File: config.mk
export PLATFORM = sky130hd
export DESIGN_NAME = simon_round_ctrl
export DESIGN_NICKNAME = d
export VERILOG_FILES = /design/src/rtl/simon_pkg.sv /design/src/rtl/simon_timer.sv /design/src/rtl/simon_round_ctrl.sv
export SDC_FILE = /design/constraint.sdc
export NUM_CORES = 1
export LEC_CHECK = 0
export BUFFER_PORTS_ARGS = -buffer_cell sky130_fd_sc_hd__buf_2
export CORE_MARGIN = 5
export CORE_UTILIZATION = 45
export DETAILED_ROUTE_END_ITERATION = 8
export GPL_TIMING_DRIVEN = 0
export PLACE_DENSITY_LB_ADDON = 0.2
export SLEW_MARGIN = 20
export SYNTH_ARGS = -nofsm -noshare
export SYNTH_HDL_FRONTEND = slang
export SYNTH_SLANG_ARGS = --single-unit
File: constraint.sdc
create_clock -name clk -period 10.2 [get_ports clk]
set_clock_uncertainty 0.2 [all_clocks]
set_input_delay 1.53 -clock clk [delete_from_list [all_inputs] [get_ports clk]]
set_output_delay 1.53 -clock clk [all_outputs]
set_load 0.005 [all_outputs]
File: src/rtl/simon_pkg.sv
// Shared types and constants for the Simon round controller.
package simon_pkg;

  typedef enum logic [3:0] {
    IDLE,
    SEED,
    REWIND,
    SHOW_ON,
    SHOW_OFF,
    ARM,
    WAIT_IN,
    ADV,
    LOSE,
    WIN
  } state_e;

  localparam logic [3:0] LED_OFF  = 4'b0000;
  localparam logic [3:0] LED_FAIL = 4'b1111;

  function automatic int max3(input int a, input int b, input int c);
    int m;
    m = (a > b) ? a : b;
    return (m > c) ? m : c;
  endfunction

  // Counter width able to hold n-1; never narrower than one bit.
  function automatic int cnt_width(input int n);
    return (n > 1) ? $clog2(n) : 1;
  endfunction

  function automatic logic is_onehot4(input logic [3:0] v);
    return (v != 4'b0000) && ((v & (v - 4'b0001)) == 4'b0000);
  endfunction

endpackage

File: src/rtl/simon_timer.sv
// Loadable down-counter shared by the show, gap and input-timeout phases.
// Holds at zero; expired is high whenever the count is zero.
module simon_timer #(
  parameter int W = 8
) (
  input  logic         clk,
  input  logic         rst_n,
  input  logic         load,
  input  logic [W-1:0] load_val,
  output logic [W-1:0] value,
  output logic         expired
);

  logic [W-1:0] cnt_q;

  always_ff @(posedge clk or negedge rst_n) begin
    if (!rst_n) begin
      cnt_q <= '0;
    end else if (load) begin
      cnt_q <= load_val;
    end else if (cnt_q != '0) begin
      cnt_q <= cnt_q - 1'b1;
    end
  end

  assign value   = cnt_q;
  assign expired = (cnt_q == '0);

endmodule

File: src/rtl/simon_round_ctrl.sv
// Simon round controller: drives the sequence generator strobes, replays each
// round on the LEDs and scores the player's presses.
// state    | meaning
// IDLE     | waiting for start
// SEED     | reseed generator, level becomes 1
// REWIND   | rewind generator ahead of replay
// SHOW_ON  | current element lit
// SHOW_OFF | dark gap, generator stepped on its last cycle
// ARM      | rewind generator ahead of input
// WAIT_IN  | awaiting a press, timeout running
// ADV      | one cycle for seq to settle after a step
// LOSE     | mismatch or timeout
// WIN      | MAX_LEVEL cleared
module simon_round_ctrl
  import simon_pkg::*;
#(
  parameter int MAX_LEVEL      = 16,
  parameter int LVL_W          = 5,
  parameter int SHOW_CYCLES    = 25_000_000,
  parameter int GAP_CYCLES     = 12_500_000,
  parameter int TIMEOUT_CYCLES = 250_000_000
) (
  input  logic             clk,
  input  logic             rst_n,
  input  logic             start,
  input  logic             btn_valid,
  input  logic [3:0]       btn,
  input  logic [3:0]       seq,
  output logic             randomize,
  output logic             start_over,
  output logic             next,
  output logic [3:0]       led,
  output logic [LVL_W-1:0] level,
  output logic             busy_show,
  output logic             wait_input,
  output logic             game_over,
  output logic             win
);

  localparam int TMR_W = cnt_width(max3(SHOW_CYCLES, GAP_CYCLES, TIMEOUT_CYCLES));
  localparam logic [TMR_W-1:0] SHOW_LD = TMR_W'(SHOW_CYCLES - 1);
  localparam logic [TMR_W-1:0] GAP_LD  = TMR_W'(GAP_CYCLES - 1);
  localparam logic [TMR_W-1:0] TOUT_LD = TMR_W'(TIMEOUT_CYCLES - 1);
  localparam logic             GAP_ONE = (GAP_CYCLES == 1);
  localparam logic [LVL_W-1:0] LVL_ONE = LVL_W'(1);
  localparam logic [LVL_W-1:0] LVL_MAX = LVL_W'(MAX_LEVEL);

  state_e           state_q, state_d;
  logic [LVL_W-1:0] level_q, level_d;
  logic [LVL_W-1:0] idx_q, idx_d;
  logic [3:0]       led_q, led_d;
  logic             randomize_q, randomize_d;
  logic             start_over_q, start_over_d;
  logic             next_q, next_d;
  logic             busy_q, busy_d;
  logic             wait_q, wait_d;
  logic             over_q, over_d;
  logic             win_q, win_d;

  logic             tmr_load;
  logic [TMR_W-1:0] tmr_val;
  logic [TMR_W-1:0] tmr_value;
  logic             tmr_expired;

  logic             more;
  logic             btn_hit;
  logic             show_next;

  simon_timer #(
    .W(TMR_W)
  ) u_timer (
    .clk      (clk),
    .rst_n    (rst_n),
    .load     (tmr_load),
    .load_val (tmr_val),
    .value    (tmr_value),
    .expired  (tmr_expired)
  );

  // idx is always below level while a round is active, so idx+1 cannot wrap.
  assign more    = ((idx_q + LVL_ONE) < level_q);
  assign btn_hit = is_onehot4(btn) && (btn == seq);

  always_comb begin
    state_d = state_q;
    level_d = level_q;
    idx_d   = idx_q;
    case (state_q)
      IDLE: begin
        if (start) state_d = SEED;
      end
      SEED: begin
        level_d = LVL_ONE;
        state_d = REWIND;
      end
      REWIND: begin
        idx_d   = '0;
        state_d = SHOW_ON;
      end
      SHOW_ON: begin
        if (tmr_expired) state_d = SHOW_OFF;
      end
      SHOW_OFF: begin
        if (tmr_expired) begin
          if (more) begin
            idx_d   = idx_q + LVL_ONE;
            state_d = SHOW_ON;
          end else begin
            state_d = ARM;
          end
        end
      end
      ARM: begin
        idx_d   = '0;
        state_d = WAIT_IN;
      end
      WAIT_IN: begin
        // A press in the expiry cycle takes priority over the timeout.
        if (btn_valid) begin
          if (!btn_hit) begin
            state_d = LOSE;
          end else if (more) begin
            idx_d   = idx_q + LVL_ONE;
            state_d = ADV;
          end else if (level_q == LVL_MAX) begin
            state_d = WIN;
          end else begin
            level_d = level_q + LVL_ONE;
            state_d = REWIND;
          end
        end else if (tmr_expired) begin
          state_d = LOSE;
        end
      end
      ADV: begin
        state_d = WAIT_IN;
      end
      LOSE, WIN: begin
        if (start) state_d = SEED;
      end
      default: begin
        state_d = IDLE;
      end
    endcase
  end

  always_comb begin
    tmr_load = (state_d != state_q) && (state_d inside {SHOW_ON, SHOW_OFF, WAIT_IN});
    case (state_d)
      SHOW_ON:  tmr_val = SHOW_LD;
      SHOW_OFF: tmr_val = GAP_LD;
      default:  tmr_val = TOUT_LD;
    endcase
  end

  // The gap's step pulse must land in its final cycle so seq is fresh when
  // the following SHOW_ON first captures it.
  assign show_next = (state_d == SHOW_OFF) && more &&
                     ((tmr_load && GAP_ONE) || (!tmr_load && (tmr_value == TMR_W'(1))));

  always_comb begin
    randomize_d  = (state_d == SEED);
    start_over_d = (state_d == REWIND) || (state_d == ARM);
    next_d       = (state_d == ADV) || show_next;
    busy_d       = (state_d == SHOW_ON) || (state_d == SHOW_OFF);
    wait_d       = (state_d == WAIT_IN);
    over_d       = (state_d == LOSE);
    win_d        = (state_d == WIN);
    // Replay LEDs follow the state by one cycle: seq is only trusted once
    // the strobe that precedes SHOW_ON has taken effect.
    if (state_d == LOSE) begin
      led_d = LED_FAIL;
    end else if (state_d == WIN) begin
      led_d = seq;
    end else if (state_q == SHOW_ON) begin
      led_d = seq;
    end else begin
      led_d = LED_OFF;
    end
  end

  always_ff @(posedge clk or negedge rst_n) begin
    if (!rst_n) begin
      state_q      <= IDLE;
      level_q      <= '0;
      idx_q        <= '0;
      led_q        <= LED_OFF;
      randomize_q  <= 1'b0;
      start_over_q <= 1'b0;
      next_q       <= 1'b0;
      busy_q       <= 1'b0;
      wait_q       <= 1'b0;
      over_q       <= 1'b0;
      win_q        <= 1'b0;
    end else begin
      state_q      <= state_d;
      level_q      <= level_d;
      idx_q        <= idx_d;
      led_q        <= led_d;
      randomize_q  <= randomize_d;
      start_over_q <= start_over_d;
      next_q       <= next_d;
      busy_q       <= busy_d;
      wait_q       <= wait_d;
      over_q       <= over_d;
      win_q        <= win_d;
    end
  end

  assign randomize  = randomize_q;
  assign start_over = start_over_q;
  assign next       = next_q;
  assign led        = led_q;
  assign level      = level_q;
  assign busy_show  = busy_q;
  assign wait_input = wait_q;
  assign game_over  = over_q;
  assign win        = win_q;

endmodule

==> results by group, run 1 <==
Power
  – Static Leak: 1.53 nW
  – Peak supply drop: 154 uV
  – PwrDens: 248 mW/mm^2

Floorplanning
  – Die area: 0.00868 sq mm
  – Die Y: 93.2 um
  – Starting Density: 0.461
  – FP Rows: 30
  – Core Region: 0.00676 sq mm
  – Chip width: 93.2 um
  – Ports: 28

Worst setup path
  – Worst setup path end: next$_DFF_PN0_
  – Critical Path Start: btn[3]
  – Worst R2R Setup Slack: 6.29 ns
  – Worst setup SP type: input port
  – CP Buf/Inv Count: 1
  – RR Endpoint: u_timer.value[26]$_DFFE_PN0P_
  – Crit path depth: 9
  – CP Capture Type: register
  – Reg2Reg Depth: 12
  – Delay-heaviest family, CP: simple AND/OR/NAND/NOR gates
  – WS Path Type: input port to register
  – Crit-path max cell delay: 0.59 ns
  – Reg2reg start: idx_q[0]$_DFFE_PN0P_
  – Crit-path max FO: 8
  – Slowest CP cell: or4_1
  – Worst EP required: 10.24 ns
  – Crit path DAT: 4.15 ns
  – Critical path, cell by cell: buf_2 -> xor2_1 -> or3_1 -> a221o_1 -> nor3_1 -> or4b_1 -> nand4_1 -> or4_1 -> a21oi_1

Placement
  – Post-Place Worst Slack: 5.73 ns
  – Post-detail-place hpwl: 5.02 mm
  – Number of buffers added on ports: 27
  – Routability Congestion: 0.881

GRT
  – First-pass GRT wire length: 11.9 mm
  – GR Overflow Total: 0
  – Initial antenna violation count: 0
  – Total track usage: 0.168
  – Largest net degree at the start of global routing: 54
  – Vias in the first global route: 2457

Synth
  – Distinct cells, synth: 63
  – #FFs+latches synth: 53
  – Post-synthesis sequential area ratio: 0.426
  – Syn_area_per_cell: 9.24 sq um
  – Synthesized Nets: 358
  – Most common cell in the netlist: dfrtp_1
  – Post-Syn Area: 0.00311 sq mm
  – Most common flop cell mapped by yosys: dfrtp_1
  – Top cell type's share of synthesized area: 0.426
  – Most frequent cells after synthesis: 53 x dfrtp_1, 38 x nand2_1, 23 x nor2_1
  – Synth warnings: 0
  – Largest area contributor in the netlist: dfrtp_1
  – Post-synth EDFFs: 0
  – Post-synth ARST share: 1.00
  – Gate Count Post-Synth: 337
  – Synth area leaders: dfrtp_1 43%, nand2_1 4.6%, xnor2_1 3.7%, xor2_1 3.7%, ha_1 3.6%

Clock tree
  – Clock slew at reported path FFs: 0.10 ns
  – Post-cts resize count: 0
  – Clk sinks: 53
  – Total CTS buffers: 5
  – TritonCTS clock tree: done
  – CTS root buf: clkbuf_8
  – Post-CTS Setup Bufs: 0
  – Hold-fix buffers, CTS: 0
  – Clk buf depth: 2
  – H-Tree Depth: 2
  – Clk_lat worst skew: 0.31 ns

STA
  – Final setup fails: 0
  – Slew Limit Headroom: 0.511
  – Max Slew Vio Count: 0
  – Final hold viol count: 0
  – Fmax: 243 MHz
  – Fin Hold WS: 0.326 ns
  – Final worst slack: 6.08 ns
  – RSZ-0062 raised after global routing: false
  – Setup TNS: 0 ns
  – Worst-margin pin slew: 0.729 ns
  – Fin crit period: 4.12 ns
  – Tcrit/Tclk final: 0.404

Drt
  – Post-route ant nets: 0
  – Met3 wire len: 186 um
  – Met1 wire length: 3.36 mm
  – WL/cell: 15.1 um
  – 1st-pass router iterations: 4
  – # DRC: 0
  – Wire length on met2: 3.23 mm
  – Max Used Layer: met4
  – Vias per Instance: 5.52
  – Drt total wl: 6.82 mm
  – Vias: 2493
  – Initial DRC count: 140

Final layout
  – Layout filler cell count: 644
  – Area of the multi-input gates: 0.00168 sq mm
  – Final nets: 392
  – Layout cells sized above 1: 0.148
  – Layout area overhead: 12.1%
  – Reg area: 0.00133 sq mm
  – Antenna Cells: 0

Run
  – Max-cap viol count: 0

Worst hold path
  – Hold Path Class: register to register

Outcome
  – Outcome: completed
[final cells by class]
type                    instances  share of cell area
repair buffers                 27              0.0394
clock inverters                 3              0.0197
plain buffers                  10              0.0151
well taps                      80              0.0287
inverters                      16              0.0172
clock buffers                   5              0.0197
multi-input cells             258               0.480
flip-flops and latches         53               0.380
[worst reg2reg max path: stages, from the launching register on]
cell	delay, ns
dfrtp_1	0.44
ha_1	0.27
nand3_1	0.11
xor2_1	0.19
inv_1	0.06
ha_1	0.29
nand2_1	0.05
o21ai_1	0.57
nor3_1	0.22
or4b_1	0.57
nand4_1	0.32
o21ai_1	0.29
and2_1	0.22
[placed cells by master (no fill, tap or decap), types with 3 or more instances in the layout]
master    synthesis  final
a21oi_1          15     15
and2_1           12     12
and3_1            3      3
buf_2             2     28
clkbuf_1          5      5
clkbuf_8          0      5
dfrtp_1          53     53
ha_1              9      9
inv_1            16     16
mux2i_1           3      3
nand2_1          38     38
nand2b_1          7      7
nand3_1          11     11
nand4_1           4      4
nor2_1           23     23
nor3_1           16     16
nor4_1            3      3
o21a_1            4      4
o21ai_0          20     20
o31ai_1           7      7
or3_1            10     10
or4_1             3      3
xnor2_1          13     13
xor2_1           13     13
[worst min-delay path by stage]
| stage | start | to | slack (ns) | cells after the start |
|---|---|---|---|---|
| after global routing | u_timer.value[22]$_DFFE_PN0P_ | u_timer.value[22]$_DFFE_PN0P_ | 0.36 | 2 |
| final | idx_q[1]$_DFFE_PN0P_ | idx_q[1]$_DFFE_PN0P_ | 0.33 | 2 |
| after CTS | idx_q[1]$_DFFE_PN0P_ | idx_q[1]$_DFFE_PN0P_ | 0.33 | 2 |
| after detailed placement | u_timer.value[22]$_DFFE_PN0P_ | u_timer.value[22]$_DFFE_PN0P_ | 0.30 | 2 |
| after floorplan | idx_q[4]$_DFFE_PN0P_ | idx_q[4]$_DFFE_PN0P_ | 0.27 | 2 |
| after global placement | idx_q[4]$_DFFE_PN0P_ | idx_q[4]$_DFFE_PN0P_ | 0.28 | 2 |
[through the flow]
stage | total power, mW | instance area (sq um) | utilization | instances
after floorplan | 0.589 | 3110 | - | 337
after global placement | 0.688 | 3350 | 0.496 | 444
after detailed placement | 0.697 | 3350 | 0.496 | 444
after CTS | 0.870 | 3490 | 0.516 | 452
after global routing | 0.936 | 3490 | 0.516 | 452
final | 0.864 | 3490 | 0.516 | 452
[power by group]
part	total (mW)	internal, mW	leakage (nW)	switching, mW
Sequential	0.313	0.268	0.641	0.0451
Clock	0.172	0.0988	0.0687	0.0729
Combinational	0.379	0.150	0.821	0.229
Total	0.864	0.517	1.53	0.347
[registers in the layout, indices dropped and copies added, names as in the netlist, 4 cells and up]
| signal | flops |
|---|---|
| led | 4 |
| u_timer.value | 28 |
| state_q | 4 |
| level | 5 |
| idx_q | 5 |
[cells by family (layout without fill, tap and decap cells)]
family                     after synthesis  in the layout  synth area share
and+or+nand+nor                        149            149             0.266
AOI/OAI and AO/OA                       70             70             0.150
DFF                                     53             53             0.426
xor gates and xnor gates                26             26            0.0731
buffers and inverters                   26             61            0.0362
adders and majority gates                9              9            0.0362
muxes                                    4              4            0.0133
[metal layers]
layer | up-vias | GRT usage
li1 | 1264 | -
met1 | 1198 | 0.234
met2 | 26 | 0.274
met3 | 5 | 0.0290
met4 | 0 | 0.0354
met5 | - | 0
(Power assumes the default switching activity.)
==> run 2: changes to the inputs <==
- ABC_AREA: unset -> 1
- clock period: 10.2 -> 3.4 ns (I/O delays scaled with it)
==> results by group, run 2 <==
GRT
  – First-pass GRT wire length: 13.6 mm (+15%)
  – GR Overflow Total: 0 (unchanged)
  – Initial antenna violation count: 0 (unchanged)
  – GRT met1 Usage: 0.227 (-0.00653)
  – Gr busiest metal: met2
  – Total track usage: 0.174 (+0.00597)
  – Largest net degree at the start of global routing: 54 (unchanged)
  – Vias in the first global route: 2880 (+17%)
  – GR Util met2: 0.296 (+0.0216)
  – GR Layer Usage met3: 0.0309 (+0.00191)

STA
  – Fin Hold WS: 0.0346 ns (-0.291 ns)
  – Final worst slack: 0.253 ns (-5.83 ns)
  – Max Slew Vio Count: 0 (unchanged)
  – Fmax: 318 MHz
  – Tcrit/Tclk final: 0.926
  – Slew Limit Headroom: 0.552 (+0.0410)
  – Fin crit period: 3.15 ns
  – Setup TNS: 0 ns (unchanged)
  – Final hold viol count: 0 (unchanged)
  – Final setup fails: 0 (unchanged)
  – Worst-margin pin slew: 0.672 ns (-0.0566 ns)

Floorplanning
  – Die Y: 97.6 um (+4.7%)
  – Chip width: 97.6 um (+4.7%)
  – Core Region: 0.00761 sq mm (+13%)
  – Starting Density: 0.454 (-0.00714)
  – Ports: 28 (unchanged)
  – FP Rows: 32 (+6.7%)
  – Die area: 0.00952 sq mm (+9.7%)

Synth
  – Most common flop cell mapped by yosys: dfrtp_1
  – Post-synth EDFFs: 0 (unchanged)
  – Synthesized Nets: 479 (+34%)
  – #FFs+latches synth: 53 (unchanged)
  – Syn_area_per_cell: 7.54 sq um (-18%)
  – Post-synth ARST share: 1.00 (unchanged)
  – Synth warnings: 0 (unchanged)
  – Largest area contributor in the netlist: dfrtp_1
  – Most frequent cells after synthesis: 113 x nand2_1, 53 x dfrtp_1, 52 x inv_1
  – Most common cell in the netlist: nand2_1
  – Post-Syn Area: 0.00345 sq mm (+11%)
  – Gate Count Post-Synth: 458 (+36%)
  – Post-synthesis sequential area ratio: 0.384 (-0.0417)
  – Distinct cells, synth: 34 (-46%)
  – Synth area leaders: dfrtp_1 38%, nand2_1 12%, xor2_1 5.8%, inv_1 5.7%, nand3_1 5.5%
  – Top cell type's share of synthesized area: 0.384 (-0.0417)

Worst setup path
  – Reg2reg start: idx_q[0]$_DFFE_PN0P_
  – Reg2Reg Depth: 19 (+7)
  – Worst R2R Setup Slack: 0.25 ns (-6.04 ns)
  – Crit-path max FO: 10 (+2)
  – CP Capture Type: register
  – Worst EP required: 3.39 ns (-6.85 ns)
  – RR Endpoint: u_timer.value[6]$_DFFE_PN0P_
  – Worst setup SP type: register
  – WS Path Type: register to register
  – Crit path DAT: 3.14 ns (-1.01 ns)

Power
  – Sequential share of power: 0.295 (-0.067)
  – Net Sw Frac: 0.476 (+0.0744)
  – Clk pwr share: 0.104 (-0.095)
  – Gate power share: 0.601 (+0.162)
  – Peak supply drop: 398 uV (+160%)
  – PwrDens: 870 mW/mm^2 (+250%)
  – Internal Power: 1.80 mW (+250%)
  – NetSw: 1.64 mW (+370%)
  – Static Leak: 2.08 nW (+36%)

Clock tree
  – Hold-fix buffers, CTS: 0 (unchanged)
  – CTS root buf: clkbuf_8
  – Total CTS buffers: 5 (unchanged)
  – TritonCTS clock tree: done
  – Clk buf depth: 2 (unchanged)
  – Clk sinks: 53 (unchanged)
  – H-Tree Depth: 2 (unchanged)
  – Clk_lat worst skew: 0.31 ns (about the same)
  – Clock slew at reported path FFs: 0.10 ns (about the same)

Final layout
  – Commonest non-fill, non-tap cell in the layout: nand2_1
  – Max FFs per register: 28 (unchanged)
  – Antenna Cells: 0 (unchanged)
  – Final nets: 525 (+34%)
  – Finished Cell Area: 0.00395 sq mm (+13%)
  – Post-Layout Cell Count: 607 (+34%)
  – Layout area overhead: 14.5%
  – Layout cells sized above 1: 0.220 (+0.0720)
  – Commonest non-fill, non-tap cells in the layout: 113 x nand2_1, 52 x inv_1, 52 x dfrtp_1

Drt
  – 1st-pass router iterations: 4 (unchanged)
  – Drt total wl: 7.99 mm (+17%)
  – Vias: 3020 (+21%)
  – Post-route ant nets: 0 (unchanged)
  – Initial DRC count: 117 (-16%)
  – WL/cell: 13.2 um (-13%)
  – Vias per Instance: 4.98 (-9.8%)
  – # DRC: 0 (unchanged)

Placement
  – Post-Place Worst Slack: -0.0959 ns (-5.83 ns)
  – Placed instance area: 0.00372 sq mm (+11%)
  – Placed cells: 587 (+32%)
  – Routability Congestion: 0.901 (+2.3%)
  – Number of buffers added on ports: 27 (unchanged)
  – Post-detail-place hpwl: 6.00 mm (+19%)

Run
  – Max-cap viol count: 0 (unchanged)

Outcome
  – Outcome: completed

Worst hold path
  – Hold Path Class: input port to async pin
-- run 2: cell types whose count changed after synthesis, sizes merged, moves of 6 or more --
cell / change
and2: -12
nand3: +30
inv: +50
xnor2: -9
nand2b: -7
nand2: +87
xor2: +10
or3: -10
o21ai: -6
clkbuf: -6
nor2: +36
-- run 2: cell type report --
class                      count  area [sq um]
inverter                      66           248
sequential                    53          1330
timing repair buffer          39           228
fill                         776          3650
tap                          102           128
buffer                         6          55.1
clock buffer                   6          72.6
multi-input combinational    333          1880
clock inverter                 2          15.0
-- run 2: cell families after synthesis --
kind of cell | count (synthesis) | synth area share
XOR/XNOR | 27 | 0.0685
buffers and inverters | 72 | 0.0877
AND/OR/NAND/NOR | 253 | 0.349
adder cells (fa/ha/maj) | 9 | 0.0326
flip-flops | 53 | 0.384
AO/OA/AOI/OAI | 44 | 0.0783
-- run 2: how the worst max path moves through the flow --
stage	to	slack [ns]	cells after the start	startpoint
global placement	u_timer.value[6]$_DFFE_PN0P_	-0.04	18	idx_q[0]$_DFFE_PN0P_
global route	u_timer.value[26]$_DFFE_PN0P_	-0.004	21	idx_q[0]$_DFFE_PN0P_
CTS	u_timer.value[27]$_DFFE_PN0P_	0.008	18	idx_q[0]$_DFFE_PN0P_
finish	u_timer.value[6]$_DFFE_PN0P_	0.25	19	idx_q[0]$_DFFE_PN0P_
floorplan	u_timer.value[16]$_DFFE_PN0P_	0.44	20	idx_q[0]$_DFFE_PN0P_
detailed placement	u_timer.value[27]$_DFFE_PN0P_	-0.1	18	idx_q[0]$_DFFE_PN0P_
-- run 2: power groups by stage --
stage	sequential [mW]	combinational, mW	clock (mW)
finish	1.01	2.07	0.358
global route	1.04	2.32	0.401
CTS	1.01	1.83	0.373
detailed placement	1.02	1.78	0
global placement	1.02	1.76	0
floorplan	0.992	1.39	0
-- run 2: per-layer routing --
metal / part of all wire / up-vias
li1: - / 1550
met1: 0.48 / 1416
met4: 0.0083 / 0
met5: 0 / -
met2: 0.49 / 47
met3: 0.029 / 7
-- run 2: through the flow --
step / total power [mW] / utilization
final: 3.44 / 0.520
after global routing: 3.76 / 0.520
after CTS: 3.22 / 0.501
after detailed placement: 2.81 / 0.489
after global placement: 2.77 / 0.488
after floorplan: 2.38 / -
-- run 2: repair_timing --
item	CTS	global route
resized for setup	2	9
endpoints found under the setup margin	21	28
setup buffers	0	12
pin swaps	1	5
-- run 2: worst max-delay path, stage by stage (launching register included) --
cell,delay [ns]
dfrtp_2,0.43
ha_1,0.22
nand3_1,0.10
xor2_1,0.18
inv_1,0.09
ha_4,0.28
nand2_1,0.05
inv_1,0.06
nand4_1,0.12
nor2b_4,0.17
buf_4,0.13
nand3_2,0.06
nand3_2,0.13
nand2_1,0.10
inv_2,0.05
nand2_4,0.08
nand3_4,0.14
a21oi_4,0.21
buf_6,0.18
a21oi_1,0.05
==> run 3: changes to the inputs <==
==> constraint.sdc (replaced) <==
create_clock -name clk -period 3.4 [get_ports clk]
set_clock_uncertainty 0.2 [all_clocks]
set_input_delay 0.34 -clock clk [delete_from_list [all_inputs] [get_ports clk]]
set_output_delay 0.34 -clock clk [all_outputs]
set_load 0.005 [all_outputs]
==> results by group, run 3 (synthesis results as in run 2) <==
Outcome
  – Outcome: completed

STA
  – Worst-margin pin slew: 0.667 ns (-0.00508 ns)
  – Setup TNS: 0 ns (unchanged)
  – Tcrit/Tclk final: 0.927 (+0.00115)
  – Fin crit period: 3.15 ns (+0.00391 ns)
  – Fin Hold WS: 0.0597 ns (+0.0251 ns)
  – Final worst slack: 0.249 ns (-0.00391 ns)
  – Slew Limit Headroom: 0.555 (+0.00339)
  – Fmax: 317 MHz (-0.12%)
  – Final hold viol count: 0 (unchanged)
  – Max Slew Vio Count: 0 (unchanged)
  – Final setup fails: 0 (unchanged)

Clock tree
  – Clk buf depth: 2 (unchanged)
  – Clock slew at reported path FFs: 0.10 ns (about the same)
  – CTS root buf: clkbuf_8
  – TritonCTS clock tree: done
  – Clk sinks: 53 (unchanged)
  – Clk_lat worst skew: 0.31 ns (about the same)
  – H-Tree Depth: 2 (unchanged)
  – Total CTS buffers: 5 (unchanged)

Worst setup path
  – Critical path, cell by cell: ha_1 -> nand3_1 -> xor2_1 -> inv_1 -> ha_4 -> nand2_1 -> inv_1 -> nand4_1 -> nor2b_4 -> buf_4 -> nand3_2 -> nand3_2 -> nand2_1 -> inv_2 -> nand2_4 -> nand3_4 -> a21oi_4 -> buf_6 -> a21oi_1
  – Reg2reg start: idx_q[0]$_DFFE_PN0P_
  – Worst setup SP type: register
  – RR Endpoint: u_timer.value[9]$_DFFE_PN0P_
  – Crit-path max cell delay: 0.43 ns (about the same)
  – Reg2Reg Depth: 19 (unchanged)
  – Worst R2R Setup Slack: 0.25 ns (about the same)
  – Crit-path max FO: 10 (unchanged)
  – Worst EP required: 3.39 ns (about the same)
  – Crit path DAT: 3.14 ns (about the same)
  – WS Path Type: register to register
  – CP Capture Type: register
  – Slowest CP cell: dfrtp_2

Drt
  – Post-route ant nets: 0 (unchanged)
  – WL/cell: 13.1 um (-0.19%)
  – # DRC: 0 (unchanged)
  – Vias: 3012 (-0.26%)
  – Drt total wl: 7.99 mm (about the same)
  – Vias per Instance: 4.95 (-0.43%)
  – 1st-pass router iterations: 4 (unchanged)
  – Initial DRC count: 103 (-12%)

Final layout
  – Util after Layout: 0.521 (+0.00132)
  – Area of the multi-input gates: 0.00188 sq mm (unchanged)
  – Commonest non-fill, non-tap cells in the layout: 113 x nand2_1, 52 x inv_1, 52 x dfrtp_1
  – Final nets: 526 (+0.19%)
  – Layout filler cell count: 775 (-0.13%)
  – Max FFs per register: 28 (unchanged)
  – Layout area overhead: 14.8%
  – Finished Cell Area: 0.00396 sq mm (+0.25%)
  – Commonest non-fill, non-tap cell in the layout: nand2_1
  – Post-Layout Cell Count: 608 (+0.16%)
  – Layout cells sized above 1: 0.219 (-0.000434)
  – Antenna Cells: 0 (unchanged)
  – Reg area: 0.00133 sq mm (unchanged)

Placement
  – Placed cells: 587 (unchanged)
  – Routability Congestion: 0.901 (unchanged)
  – Number of buffers added on ports: 27 (unchanged)
  – Post-Place Worst Slack: -0.0959 ns (unchanged)
  – Placed instance area: 0.00372 sq mm (unchanged)
  – Post-detail-place hpwl: 6.00 mm (unchanged)

GRT
  – Vias in the first global route: 2883 (+0.10%)
  – GR Overflow Total: 0 (unchanged)
  – Initial antenna violation count: 0 (unchanged)
  – First-pass GRT wire length: 13.6 mm (about the same)
  – Total track usage: 0.174 (about the same)
  – Largest net degree at the start of global routing: 54 (unchanged)

Power
  – Static Leak: 2.08 nW (+0.20%)
  – Total power: 3.44 mW (about the same)
  – Peak supply drop: 398 uV (about the same)
  – PwrDens: 867 mW/mm^2 (-0.30%)

Floorplanning
  – Core Region: 0.00761 sq mm (unchanged)
  – Chip width: 97.6 um (unchanged)
  – Ports: 28 (unchanged)
  – Die Y: 97.6 um (unchanged)
  – Starting Density: 0.454 (unchanged)
  – FP Rows: 32 (unchanged)
  – Die area: 0.00952 sq mm (unchanged)

Worst hold path
  – Hold Path Class: input port to register
  – Hold EP: led[0]$_DFF_PN0_
  – HP Start: seq[0]
  – Hold depth: 3

Run
  – Max-cap viol count: 0 (unchanged)
[run 3: cell types whose count changed in the layout (fill, tap and decap cells not counted)]
| cell | before | now |
|---|---|---|
| dlygate4sd3_1 | 0 | 1 |
[run 3: how the worst max path moves through the flow]
stage,cells past startpoint,endpoint,startpoint
global route,21,u_timer.value[26]$_DFFE_PN0P_,idx_q[0]$_DFFE_PN0P_
finish,19,u_timer.value[9]$_DFFE_PN0P_,idx_q[0]$_DFFE_PN0P_
CTS,18,u_timer.value[27]$_DFFE_PN0P_,idx_q[0]$_DFFE_PN0P_
floorplan,20,u_timer.value[16]$_DFFE_PN0P_,idx_q[0]$_DFFE_PN0P_
global placement,18,u_timer.value[6]$_DFFE_PN0P_,idx_q[0]$_DFFE_PN0P_
detailed placement,18,u_timer.value[27]$_DFFE_PN0P_,idx_q[0]$_DFFE_PN0P_
[run 3: metal layers]
| metal | track usage | up-vias | share of wire |
|---|---|---|---|
| met5 | 0 | - | 0 |
| met4 | 0.0458 | 0 | 0.0085 |
| met2 | 0.296 | 44 | 0.49 |
| li1 | - | 1550 | - |
| met1 | 0.228 | 1412 | 0.47 |
| met3 | 0.0309 | 6 | 0.032 |
[run 3: worst max-delay path: cells and delay by family, from the launching register on]
family / cells / cell delay [ns]
buffers and inverters: 5 / 0.51
AOI/OAI and AO/OA: 2 / 0.26
adders and majority gates: 2 / 0.50
DFF: 1 / 0.43
xor gates and xnor gates: 1 / 0.18
and+or+nand+nor: 9 / 0.96
[run 3: area by class of cell]
cell class | count | share of cell area
Clock inverter | 2 | 0.00379
Tap cell | 102 | 0.0322
Inverter | 66 | 0.0625
Timing Repair Buffer | 40 | 0.0600
Sequential cell | 53 | 0.335
Multi-Input combinational cell | 333 | 0.474
Clock buffer | 6 | 0.0183
Buffer | 6 | 0.0139
[run 3: timing repair]
| item | in CTS | in global routing |
|---|---|---|
| pin swaps | 1 | 5 |
| resized for setup | 2 | 9 |
| hold buffers | 1 | 0 |
| endpoints found under the setup margin | 21 | 28 |
| setup buffers | 0 | 12 |
| hold endpoints to repair | 53 | 0 |
[run 3: report_power, final]
group          switching [mW]  leakage, nW  internal (mW)
combinational            1.26         1.39          0.809
clock                   0.212       0.0374          0.146
sequential              0.167        0.656          0.847
